File: config.mk
export PLATFORM = sky130hd
export DESIGN_NAME = hd44780_bus_ctrl_flat
export DESIGN_NICKNAME = d
export VERILOG_FILES = /design/src/rtl/hd44780_pkg.sv /design/src/rtl/hd44780_bus_ctrl_if.sv /design/src/rtl/hd44780_tick_gen.sv /design/src/rtl/hd44780_bus_ctrl.sv /design/src/flat_wrapper.sv
export SDC_FILE = /design/constraint.sdc
export NUM_CORES = 1
export LEC_CHECK = 0
export CORE_MARGIN = 2
export CORE_UTILIZATION = 55
export CTS_BUF_LIST = sky130_fd_sc_hd__clkbuf_4
export DETAILED_ROUTE_END_ITERATION = 16
export DONT_BUFFER_PORTS = 1
export GPL_TIMING_DRIVEN = 0
export PLACE_DENSITY_LB_ADDON = 0.12
export SYNTH_ARGS = -nofsm -noshare
export SYNTH_HDL_FRONTEND = slang
export SYNTH_SLANG_ARGS = --single-unit
export TNS_END_PERCENT = 5
File: constraint.sdc
create_clock -name clk -period 3.1 [get_ports clk]
set_clock_uncertainty 0.1 [all_clocks]
set_input_delay 0 -clock clk [delete_from_list [all_inputs] [get_ports clk]]
set_output_delay 0 -clock clk [all_outputs]
set_load 0.02 [all_outputs]
File: src/rtl/hd44780_pkg.sv
// Shared definitions for the HD44780 write-only bus controller:
// FSM state encoding, default timing constants and a width helper.
package hd44780_pkg;

    typedef logic [2:0] state_t;

    localparam state_t ST_IDLE  = 3'd0;
    localparam state_t ST_SETUP = 3'd1;
    localparam state_t ST_PULSE = 3'd2;
    localparam state_t ST_HOLD  = 3'd3;
    localparam state_t ST_EXEC  = 3'd4;

    localparam int DEF_TICK_DIV    = 50;
    localparam int DEF_SETUP_TICKS = 1;
    localparam int DEF_PULSE_TICKS = 2;
    localparam int DEF_HOLD_TICKS  = 1;
    localparam int DEF_EXEC_TICKS  = 40;

    function automatic int tmax(input int a, input int b);
        return (a > b) ? a : b;
    endfunction

endpackage

File: src/rtl/hd44780_bus_ctrl_if.sv
// Requester handshake plus HD44780 pin bundle.
// master: requester side; slave: controller side.
interface hd44780_bus_ctrl_if;
    import hd44780_pkg::*;

    logic       req_valid;
    logic       req_rs;
    logic [7:0] req_data;
    logic       req_ready;
    logic       busy;
    logic       lcd_rs;
    logic       lcd_rw;
    logic       lcd_e;
    logic [7:0] lcd_db;

    modport master (
        output req_valid, req_rs, req_data,
        input  req_ready, busy, lcd_rs, lcd_rw, lcd_e, lcd_db
    );

    modport slave (
        input  req_valid, req_rs, req_data,
        output req_ready, busy, lcd_rs, lcd_rw, lcd_e, lcd_db
    );

endinterface

File: src/rtl/hd44780_tick_gen.sv
// Timing tick source: one-cycle tick every TICK_DIV clocks.
// Ports: clk, rst (async active-low), restart (sync), tick.
module hd44780_tick_gen
    import hd44780_pkg::*;
#(
    parameter int TICK_DIV = DEF_TICK_DIV
) (
    input  logic clk,
    input  logic rst,
    input  logic restart,
    output logic tick
);

    localparam int W = $clog2(TICK_DIV);

    logic [W-1:0] div_q, div_d;

    assign tick = (div_q == W'(TICK_DIV - 1));

    always_comb begin
        div_d = div_q + W'(1);
        if (tick || restart) begin
            div_d = '0;
        end
    end

    always_ff @(posedge clk or negedge rst) begin
        if (!rst) begin
            div_q <= '0;
        end else begin
            div_q <= div_d;
        end
    end

endmodule

File: src/rtl/hd44780_bus_ctrl.sv
// HD44780 write-only bus controller: SETUP/PULSE/HOLD/EXEC strobe.
// Ports: clk, rst (async active-low), bus (slave). HD44780_NIBBLE_EN: 4-bit.
module hd44780_bus_ctrl
    import hd44780_pkg::*;
#(
    parameter int TICK_DIV    = DEF_TICK_DIV,
    parameter int SETUP_TICKS = DEF_SETUP_TICKS,
    parameter int PULSE_TICKS = DEF_PULSE_TICKS,
    parameter int HOLD_TICKS  = DEF_HOLD_TICKS,
    parameter int EXEC_TICKS  = DEF_EXEC_TICKS
) (
    input  logic                clk,
    input  logic                rst,
    hd44780_bus_ctrl_if.slave   bus
);

    localparam int MAXT = tmax(tmax(SETUP_TICKS, PULSE_TICKS),
                               tmax(HOLD_TICKS, EXEC_TICKS));
    localparam int CW   = $clog2(MAXT + 1);

    state_t        state_q, state_d;
    logic [CW-1:0] cnt_q, cnt_d;
    logic          rs_q, rs_d;
    logic [7:0]    db_q, db_d;
`ifdef HD44780_NIBBLE_EN
    logic [3:0]    lo_q, lo_d;
    logic          second_q, second_d;
`endif

    logic          tick;
    logic          accept;
    logic          phase_done;
    logic [CW-1:0] last;

    assign accept = bus.req_valid && (state_q == ST_IDLE);

    // Restart on accept so every phase is tick-aligned to the accept edge.
    hd44780_tick_gen #(
        .TICK_DIV (TICK_DIV)
    ) u_tick (
        .clk     (clk),
        .rst     (rst),
        .restart (accept),
        .tick    (tick)
    );

    always_comb begin
        last = '0;
        case (state_q)
            ST_SETUP: last = CW'(SETUP_TICKS - 1);
            ST_PULSE: last = CW'(PULSE_TICKS - 1);
            ST_HOLD:  last = CW'(HOLD_TICKS - 1);
            ST_EXEC:  last = CW'(EXEC_TICKS - 1);
            default:  last = '0;
        endcase
    end

    assign phase_done = tick && (cnt_q == last);

    always_comb begin
        state_d  = state_q;
        cnt_d    = cnt_q;
        rs_d     = rs_q;
        db_d     = db_q;
`ifdef HD44780_NIBBLE_EN
        lo_d     = lo_q;
        second_d = second_q;
`endif
        if (state_q == ST_IDLE) begin
            if (accept) begin
                state_d  = ST_SETUP;
                cnt_d    = '0;
                rs_d     = bus.req_rs;
`ifdef HD44780_NIBBLE_EN
                db_d     = {bus.req_data[7:4], 4'h0};
                lo_d     = bus.req_data[3:0];
                second_d = 1'b0;
`else
                db_d     = bus.req_data;
`endif
            end
        end else if (phase_done) begin
            cnt_d = '0;
            case (state_q)
                ST_SETUP: state_d = ST_PULSE;
                ST_PULSE: state_d = ST_HOLD;
                ST_HOLD: begin
`ifdef HD44780_NIBBLE_EN
                    if (!second_q) begin
                        state_d  = ST_SETUP;
                        second_d = 1'b1;
                        db_d     = {lo_q, 4'h0};
                    end else begin
                        state_d  = ST_EXEC;
                    end
`else
                    state_d = ST_EXEC;
`endif
                end
                ST_EXEC:  state_d = ST_IDLE;
                default:  state_d = ST_IDLE;
            endcase
        end else if (tick) begin
            cnt_d = cnt_q + CW'(1);
        end
    end

    always_ff @(posedge clk or negedge rst) begin
        if (!rst) begin
            state_q  <= ST_IDLE;
            cnt_q    <= '0;
            rs_q     <= 1'b0;
            db_q     <= '0;
`ifdef HD44780_NIBBLE_EN
            lo_q     <= '0;
            second_q <= 1'b0;
`endif
        end else begin
            state_q  <= state_d;
            cnt_q    <= cnt_d;
            rs_q     <= rs_d;
            db_q     <= db_d;
`ifdef HD44780_NIBBLE_EN
            lo_q     <= lo_d;
            second_q <= second_d;
`endif
        end
    end

    assign bus.req_ready = (state_q == ST_IDLE);
    assign bus.busy      = (state_q != ST_IDLE);
    assign bus.lcd_e     = (state_q == ST_PULSE);
    assign bus.lcd_rs    = rs_q;
    assign bus.lcd_db    = db_q;
    assign bus.lcd_rw    = 1'b0;

endmodule

File: src/flat_wrapper.sv
// flat-port wrapper written by rule: the top's interface ports become plain ports
module hd44780_bus_ctrl_flat import hd44780_pkg::*;
#(
    parameter int TICK_DIV    = DEF_TICK_DIV,
    parameter int SETUP_TICKS = DEF_SETUP_TICKS,
    parameter int PULSE_TICKS = DEF_PULSE_TICKS,
    parameter int HOLD_TICKS  = DEF_HOLD_TICKS,
    parameter int EXEC_TICKS  = DEF_EXEC_TICKS
)
  (clk, rst, bus_req_valid, bus_req_rs, bus_req_data, bus_req_ready, bus_busy, bus_lcd_rs, bus_lcd_rw, bus_lcd_e, bus_lcd_db);
  hd44780_bus_ctrl_if bus_i ();
  input  logic clk;
  input  logic rst;
  input wire logic [$bits(bus_i.req_valid)-1:0] bus_req_valid;
  input wire logic [$bits(bus_i.req_rs)-1:0] bus_req_rs;
  input wire logic [$bits(bus_i.req_data)-1:0] bus_req_data;
  output wire logic [$bits(bus_i.req_ready)-1:0] bus_req_ready;
  output wire logic [$bits(bus_i.busy)-1:0] bus_busy;
  output wire logic [$bits(bus_i.lcd_rs)-1:0] bus_lcd_rs;
  output wire logic [$bits(bus_i.lcd_rw)-1:0] bus_lcd_rw;
  output wire logic [$bits(bus_i.lcd_e)-1:0] bus_lcd_e;
  output wire logic [$bits(bus_i.lcd_db)-1:0] bus_lcd_db;
  assign bus_i.req_valid = bus_req_valid;
  assign bus_i.req_rs = bus_req_rs;
  assign bus_i.req_data = bus_req_data;
  assign bus_req_ready = bus_i.req_ready;
  assign bus_busy = bus_i.busy;
  assign bus_lcd_rs = bus_i.lcd_rs;
  assign bus_lcd_rw = bus_i.lcd_rw;
  assign bus_lcd_e = bus_i.lcd_e;
  assign bus_lcd_db = bus_i.lcd_db;
  hd44780_bus_ctrl #(.TICK_DIV(TICK_DIV), .SETUP_TICKS(SETUP_TICKS), .PULSE_TICKS(PULSE_TICKS), .HOLD_TICKS(HOLD_TICKS), .EXEC_TICKS(EXEC_TICKS)) u_core (.clk(clk), .rst(rst), .bus(bus_i));
endmodule
==> reports/summary.txt <==
Min-delay worst type -> input pin to asynchronous set/reset pin
Die Span Y -> 49.43 um
Cells after synthesis -> 124
Starting Density -> 0.5784
Async SR Flop Fraction -> 1.000
Max-Cap Viols -> 0
Gr usage total -> 0.2133
Die Wd -> 49.43 um
Global-route wire length before repair -> 4029 um
Top post-synthesis cells by area -> dfrtp_1 53%, nand2_1 13%, nor2_1 3.6%
Most frequent cell after synthesis -> nand2_1
Reg2Reg Depth -> 5
Crit path from -> u_core.state_q[2]
Die area -> 0.002443 mm^2
Drt drc -> 0
Syn-to-layout area delta -> 17.31%
Seq cells post-synth -> 24
Syn Area/Cell -> 9.152 um^2
Crit path arrival time -> 2580 ps
PwrDens -> 818.3 mW/mm^2
Total gr overflow -> 0
CTS Buf Count -> 3
Layout Nets -> 155
# H-tree levels -> 1
Final Hold Fails -> 0
TritonRoute pass-1 iters -> 5
Worst R2R End -> u_core.bus.lcd_db[1]
Layout filler cell count -> 173
Area leader, netlist -> dfrtp_1
Vias post-DR -> 927
Hold slack final -> 208.5 ps
Fin. max-slew vios -> 0
Sequential cell area fraction in the yosys report -> 0.5292
Area of the core -> 0.001962 mm^2
Area share of the leading cell type in the synthesized netlist -> 0.5292
Routed wire per std cell -> 14.33 um
Fin area -> 0.001331 mm^2
Startpoint types -> flip-flop
Cell Area, Synth -> 0.001135 mm^2
R2R setup slack -> 690 ps
Status -> finished clean
Critical Path RT -> 3260 ps
Leak -> 0.0006420 uW
CTS tree -> built
Worst slew pin tran -> 1135 ps
Largest net degree at the start of global routing -> 25
Final ANT Viol Nets -> 0
Fmax -> 0.4142 GHz
Total power -> 1089 uW
Max Root-Sink Buffers -> 2
Clk slew on worst S/H paths -> 140 ps
Cell Rows -> 16
Worst VDD drop -> 0.6184 mV
Layout cells sized above 1 -> 0.06475
Setup TNS -> 0 ps
Yosys warns -> 0
Post-layout util -> 0.6786
DR vias/cell -> 5.584
CTS resizes -> 0
Total I/O pin count -> 25
Ant diodes -> 0
DP Area -> 0.001169 mm^2
Crit. End Element -> flip-flop
Worst-skew pair later-pin latency -> 310 ps
RSZ-0062 raised after global routing -> no
Max_slew headroom -> 0.2375
Global placer's final weighted congestion -> 0.8668
1st-iter DRT viols -> 15
Clk sinks -> 24
Crit path kind -> flip-flop to flip-flop
Worst Path Max Fanout -> 10
Post-Route WL -> 2379 um
Distinct cells, synth -> 30
Syn nets -> 139
Post-synth top cells -> 38 x nand2_1, 24 x dfrtp_1, 11 x nor2_1
Setup Viol. Count Final -> 0
Number of synthesized flops with an enable pin -> 0
Vias in the first global route -> 940
DP Wirelength -> 1530 um
PortBufs -> 0
Root buf cell -> clkbuf_4
Primary FF master, synth -> dfrtp_1
Worst reg2reg startpoint -> u_core.state_q[2]
Initial antenna violation count -> 0
Final min period -> 2415 ps
Fin crit share -> 0.7789
==> kinds of logic (layout without fill, tap and decap cells) <==
logic type                 count (synthesis)  in the layout  synth area share
other                                      1              1          0.003304
AOI/OAI and AO/OA                         13             13           0.07829
muxes                                      1              1          0.009922
xor gates and xnor gates                   5              5           0.03860
buffers and inverters                      7             22           0.02646
adders and majority gates                  3              3           0.03308
and+or+nand+nor                           70             70            0.2811
DFF                                       24             24            0.5292
==> through the flow <==
stage	setup slack, ps	cells
after floorplan	1007	124
after global placement	822.4	151
after detailed placement	744.5	151
after CTS	707.1	166
after global routing	506.7	166
final	685.4	166
==> timing repair <==
action                     in CTS  in global routing
setup endpoints to repair       0                  0
setup buffers                   0                  0
hold buffers                   11                  0
hold endpoints to repair       43                  0
==> area by class of cell <==
class | instances | area, um^2 | share of cell area
multi-input cells | 93 | 504.2 | 0.3788
inverters | 4 | 15.01 | 0.01128
clock inverters | 1 | 30.03 | 0.02256
clock buffers | 3 | 22.52 | 0.01692
plain buffers | 3 | 15.01 | 0.01128
flip-flops and latches | 24 | 600.6 | 0.4511
repair buffers | 11 | 110.1 | 0.08271
well taps | 27 | 33.78 | 0.02538
==> per-layer routing <==
layer | GRT usage | part of all wire | vias up
met5 | 0 | 0 | -
met4 | 0.04630 | 0 | 0
met3 | 0.03988 | 0.049 | 0
met2 | 0.4032 | 0.52 | 27
met1 | 0.2480 | 0.43 | 453
li1 | - | - | 447
==> where the power goes <==
part           switching, uW  leakage [uW]  internal (uW)
clock network           96.1     0.0000279            131
registers                166      0.000307            420
logic                    159      0.000308            117
total                    422      0.000642            668
==> registers in the layout, summed over array words and instances, names as in the netlist <==
| name | cells |
|---|---|
| u_core.state_q | 3 |
| u_core.bus.lcd_rs | 1 |
| u_core.bus.lcd_db | 8 |
| u_core.u_tick.div_q | 6 |
| u_core.cnt_q | 6 |
==> critical path, cell delays in order, from the launching register on <==
cell and delay (ps):
dfrtp_1 450, nor3_1 930, and2_1 280, clkbuf_1 390, nand2_1 130, nand2_1 90
==> layout by cell type, fill, tap and decap left out, drive strengths merged <==
master | synthesis | routed
nor3 | 2 | 2
o22ai | 1 | 1
a221o | 1 | 1
bufinv | 0 | 1
inv | 4 | 4
dlygate4sd3 | 0 | 11
nand2 | 38 | 38
nand3 | 6 | 6
conb | 1 | 1
nor3b | 3 | 3
or4 | 2 | 2
o31a | 1 | 1
xor2 | 3 | 3
mux2 | 1 | 1
o21a | 1 | 1
nand4 | 2 | 2
o21ai | 4 | 4
buf | 1 | 1
dfrtp | 24 | 24
a31oi | 2 | 2
and2 | 1 | 1
clkbuf | 2 | 5
or2 | 2 | 2
ha | 3 | 3
xnor2 | 2 | 2
a211o | 1 | 1
o211ai | 1 | 1
nor2 | 11 | 11
nand4b | 1 | 1
or3 | 2 | 2
o31ai | 1 | 1
==> how the worst max path moves through the flow <==
stage,endpoint
global route,u_core.bus.lcd_db[6]
floorplan,u_core.state_q[2]
detailed placement,u_core.bus.lcd_db[4]
CTS,u_core.state_q[0]
finish,u_core.bus.lcd_db[1]
global placement,u_core.state_q[0]
Note: power is estimated with default switching activity, not from simulation.
